File: src/rtl/despejo_registradores.sv
// Register-bank dump engine: streams a header byte, then every register MSB-first
// to the UART TX byte interface over a valid/ready handshake.
module despejo_registradores #(
  parameter int          NUM_REGS  = 32,
  parameter logic [7:0]  CABECALHO = 8'hA5
) (
  input  logic        clock,
  input  logic        reset,
  input  logic        iniciar,
  output logic [4:0]  rs,
  input  logic [31:0] dado_rs,
  output logic [7:0]  tx_dado,
  output logic        tx_valido,
  input  logic        tx_pronto,
  output logic        ocupado,
  output logic        concluido
);

  typedef enum logic [2:0] {OCIOSO, CAB, CAPTURA, ENVIA, FIM} estado_t;

  localparam logic [4:0] ULTIMO = 5'(NUM_REGS - 1);

  estado_t     estado, estado_nxt;
  logic [4:0]  rs_nxt;
  logic [1:0]  i, i_nxt;
  logic [31:0] palavra, palavra_nxt;
  logic        transf;

  assign transf = tx_valido & tx_pronto;

  always_ff @(posedge clock) begin
    if (reset) begin
      estado  <= OCIOSO;
      rs      <= 5'd0;
      i       <= 2'd0;
      palavra <= 32'h0;
    end else begin
      estado  <= estado_nxt;
      rs      <= rs_nxt;
      i       <= i_nxt;
      palavra <= palavra_nxt;
    end
  end

  always_comb begin
    estado_nxt  = estado;
    rs_nxt      = rs;
    i_nxt       = i;
    palavra_nxt = palavra;
    tx_dado     = 8'h00;
    tx_valido   = 1'b0;
    ocupado     = 1'b1;
    concluido   = 1'b0;
    case (estado)
      OCIOSO: begin
        ocupado = 1'b0;
        if (iniciar) begin
          rs_nxt     = 5'd0;
          i_nxt      = 2'd0;
          estado_nxt = CAB;
        end
      end
      CAB: begin
        tx_dado   = CABECALHO;
        tx_valido = 1'b1;
        if (transf) estado_nxt = CAPTURA;
      end
      // rs has been stable since the previous transfer, so the bank read settles here
      CAPTURA: begin
        palavra_nxt = dado_rs;
        i_nxt       = 2'd0;
        estado_nxt  = ENVIA;
      end
      ENVIA: begin
        tx_valido = 1'b1;
        case (i)
          2'd0:    tx_dado = palavra[31:24];
          2'd1:    tx_dado = palavra[23:16];
          2'd2:    tx_dado = palavra[15:8];
          default: tx_dado = palavra[7:0];
        endcase
        if (transf) begin
          if (i != 2'd3) begin
            i_nxt = i + 2'd1;
          end else if (rs == ULTIMO) begin
            estado_nxt = FIM;
          end else begin
            rs_nxt     = rs + 5'd1;
            estado_nxt = CAPTURA;
          end
        end
      end
      // rs returns to 0 so the read port idles on register 0
      FIM: begin
        concluido  = 1'b1;
        rs_nxt     = 5'd0;
        estado_nxt = OCIOSO;
      end
      default: estado_nxt = OCIOSO;
    endcase
  end

endmodule
File: config.mk
export PLATFORM = sky130hd
export DESIGN_NAME = despejo_registradores
export DESIGN_NICKNAME = d
export VERILOG_FILES = /design/src/rtl/despejo_registradores.sv
export SDC_FILE = /design/constraint.sdc
export NUM_CORES = 1
export LEC_CHECK = 0
export ABC_AREA = 1
export CORE_UTILIZATION = 43
export CTS_CLUSTER_SIZE = 28
export DETAILED_ROUTE_END_ITERATION = 16
export PLACE_DENSITY = 0.72
export SLEW_MARGIN = 5
export SYNTH_ARGS = -nofsm -noshare
export SYNTH_HDL_FRONTEND = slang
export SYNTH_SLANG_ARGS = --single-unit
File: constraint.sdc
create_clock -name clock -period 2 [get_ports clock]
set_input_delay 0.3 -clock clock [delete_from_list [all_inputs] [get_ports clock]]
set_output_delay 0.3 -clock clock [all_outputs]
set_load 0.02 [all_outputs]
==> flow_summary.ini <==
[logic_synthesis]
synth-xor-area-share_pct = 0.4405
synth_area_leader_cell = dfxtp_1
postSynthAreaPerCell_um2 = 6.672
synthTopCellsByArea = dfxtp_1, nor2_1, nand2_1
synth_top_family_by_area = simple AND/OR/NAND/NOR gates
synth_area_um2 = 1988
synthAdderAreaFrac_pct = 3.776
synthMuxAreaShare_pct = 0
ys_types = 18
syn_nets = 340
synth-compound-area-share_pct = 10.89
ys_seq_area_share_pct = 42.29
synth_top_area_share_pct = 42.29
synthCells = 298
ys_warn_count = 0
synth-simple-area-share_pct = 35.87
ys_ff_latch = 42

[pwr]
pwr-share-comb_pct = 25.3
switching_power_uw = 669.8
p_sw_share_pct = 29.84
p_leak_uw = 0.001115
clockPowerShare_pct = 30.5
power.internal_uw = 1575
irDropWorstVdd_mv = 0.4789
p_per_area_nw_per_um2 = 837.6
seqPwrFrac_pct = 44.3

[global_route]
grt_util_all_layers_pct = 21.11
met2_usage_pct = 34.94
antenna_found_initial = 0
grt_pass1_vias = 1851
grt_pass1_wl_mm = 8.259
grt_overflow_total = 0
busiest_layer = met2
grt_util_met3_pct = 5.195
grt_max_degree = 33
grtUsageMet1_pct = 27.54

[routing]
drt_pass1_iterations = 4
wire_per_inst_um = 11.79
antenna_left = 0
drc = 0
drt_iter0_markers = 154
dr_total_vias = 1968
postRouteWirelength_mm = 4.726
vias_per_cell = 4.908

[cells_and_area]
area_delta_synth_final_pct = 34.80
regArea_um2 = 843.3
utilization_pct = 61.13
multi_input_area_um2 = 1051
finalNetCount = 391
nFillCells = 440
num_antenna_cells = 0
drive_gt1_share_pct = 9.742
final_cells = 401

[setup_path]
crit_path_end_kind = output pin
path_depth = 7
required_ns = 1.70
cpMaxStageDelayCell = dfxtp_2
rr_worst_depth = 10
cp_top_family = buffers and inverters
critical_path.most_common_cell = nand2_1
worstPathArrival_ns = 1.60
crit_chain = ha_1 -> inv_1 -> nand2_1 -> inv_2 -> nand2_1 -> nand2_1 -> clkdlybuf4s15_1
critical_path_class = reg -> out
critPathBufInv = 3
worstPathMaxFanout = 8
cpPeakStageDelay_ns = 0.36
crit_path_start_kind = flip-flop

[timing]
hold_viol_final = 0
finClkSkew_ns = 0.003474
fmax_mhz = 527.2
max_slew_margin_pct = 66.13
tightest_slew_ns = 0.5073
slew_violations = 0
finalSetupViolCount = 0
period_needed_ns = 1.897
rsz0062_at_grt = false
post-route-period-util_pct = 94.85

[clock_network]
clk_latency_ns = 0.29
cts_tree = done
cts.sinks = 42
clk_pin_slew_ns = 0.08
cts_root_buf = clkbuf_8
ctsHoldBuffers = 0
cts_buffers = 5
cts_max_level = 2
post_cts_buffers = 0
clock_path_buffers = 2

[place]
dp_cells = 394
gp_congestion = 0.8142
dpl.hpwl_mm = 3.488
port_buffers = 51

[die]
initial_core_util_pct = 45.35
fp-row-count = 24
die-area_um2 = 4899
core_area_um2 = 4384
pin_count = 52
die_x_um = 70.00
fp.dieH_um = 70.00

[run_status]
status = complete, no violations

[flow_run]
drv_cap = 0

[worst_hold_path]
hold_class = reg -> reg
hold_depth = 2
## layer usage
| layer | wire length [µm] | vias up | share of wire, % |
|---|---|---|---|
| li1 | - | 1049 | - |
| met1 | 2253 | 867 | 48 |
| met2 | 2197 | 48 | 46 |
| met3 | 233 | 4 | 4.9 |
| met4 | 42 | 0 | 0.89 |
| met5 | 0 | - | 0 |
## flip-flops by register name (all words and copies together) (netlist names)
register	count
estado	3
i	2
palavra	32
rs	5
## cell usage after synthesis, drive strengths merged
cell	count
xor2	1
nor2	81
ha	6
a21oi	6
clkbuf	9
nand4	5
nand3	27
buf	5
dfxtp	42
o31ai	1
nand2	60
inv	20
o21ai	35
## path summary, 6_finish.rpt
kind	slack, ns	from	to
setup / recovery	0.10	i[0]	tx_dado[6]
hold / removal	0.49	palavra[6]	palavra[6]
setup reg to reg	0.41	rs[0]	rs[2]
hold reg to reg	0.49	palavra[6]	palavra[6]
## worst min-delay path: stages (launching register included)
cell     delay, ns
dfxtp_1       0.33
nor2_1        0.05
nor2_1        0.08
## power groups by stage
stage | Sequential, µW | Clock, µW | Combinational [µW]
floorplan | 997 | 0 | 351
global placement | 1000 | 0 | 552
detailed placement | 1010 | 0 | 557
CTS | 990 | 696 | 556
global route | 1010 | 735 | 644
finish | 994 | 684 | 568
## through the flow
| step | power (µW) | cell area, µm² | worst slack (ns) | hold WS (ns) | setup TNS (ns) |
|---|---|---|---|---|---|
| after floorplan | 1348 | 1988 | 0.4642 | 0.3691 | 0 |
| after global placement | 1557 | 2557 | 0.01882 | 0.4632 | 0 |
| after detailed placement | 1565 | 2557 | -0.01032 | 0.4732 | -0.01608 |
| after CTS | 2242 | 2675 | 0.01334 | 0.4911 | 0 |
| after global routing | 2384 | 2680 | 0.009960 | 0.5126 | 0 |
| final | 2245 | 2680 | 0.1030 | 0.4872 | 0 |
## cell families (layout without fill, tap and decap cells)
logic type | after synthesis | after routing
and+or+nand+nor | 173 | 173
adders and majority gates | 6 | 6
xor gates and xnor gates | 1 | 1
buffers and inverters | 34 | 85
DFF | 42 | 42
AOI/OAI and AO/OA | 42 | 42
## cell type report
cell class                      count  area share, %
Multi-Input combinational cell    222          39.22
Clock inverter                      1          1.120
Inverter                           20          2.801
Tap cell                           52          2.428
Clock buffer                        6          3.081
Timing Repair Buffer               58          19.89
Sequential cell                    42          31.47
## repair_timing
action,in CTS,in global routing
hold endpoints to repair,0,0
gates resized for setup,17,15
setup endpoints to repair,8,8
gates cloned,0,0
## layout by cell type (no fill, tap or decap), drive strengths merged
cell,n
nor2,81
nand2,60
clkdlybuf4s50,43
dfxtp,42
o21ai,35
nand3,27
inv,20
clkbuf,12
buf,7
a21oi,6
ha,6
nand4,5
clkdlybuf4s15,2
xor2,1
o31ai,1
bufinv,1
No activity file was read; power rests on OpenSTA's default activity.
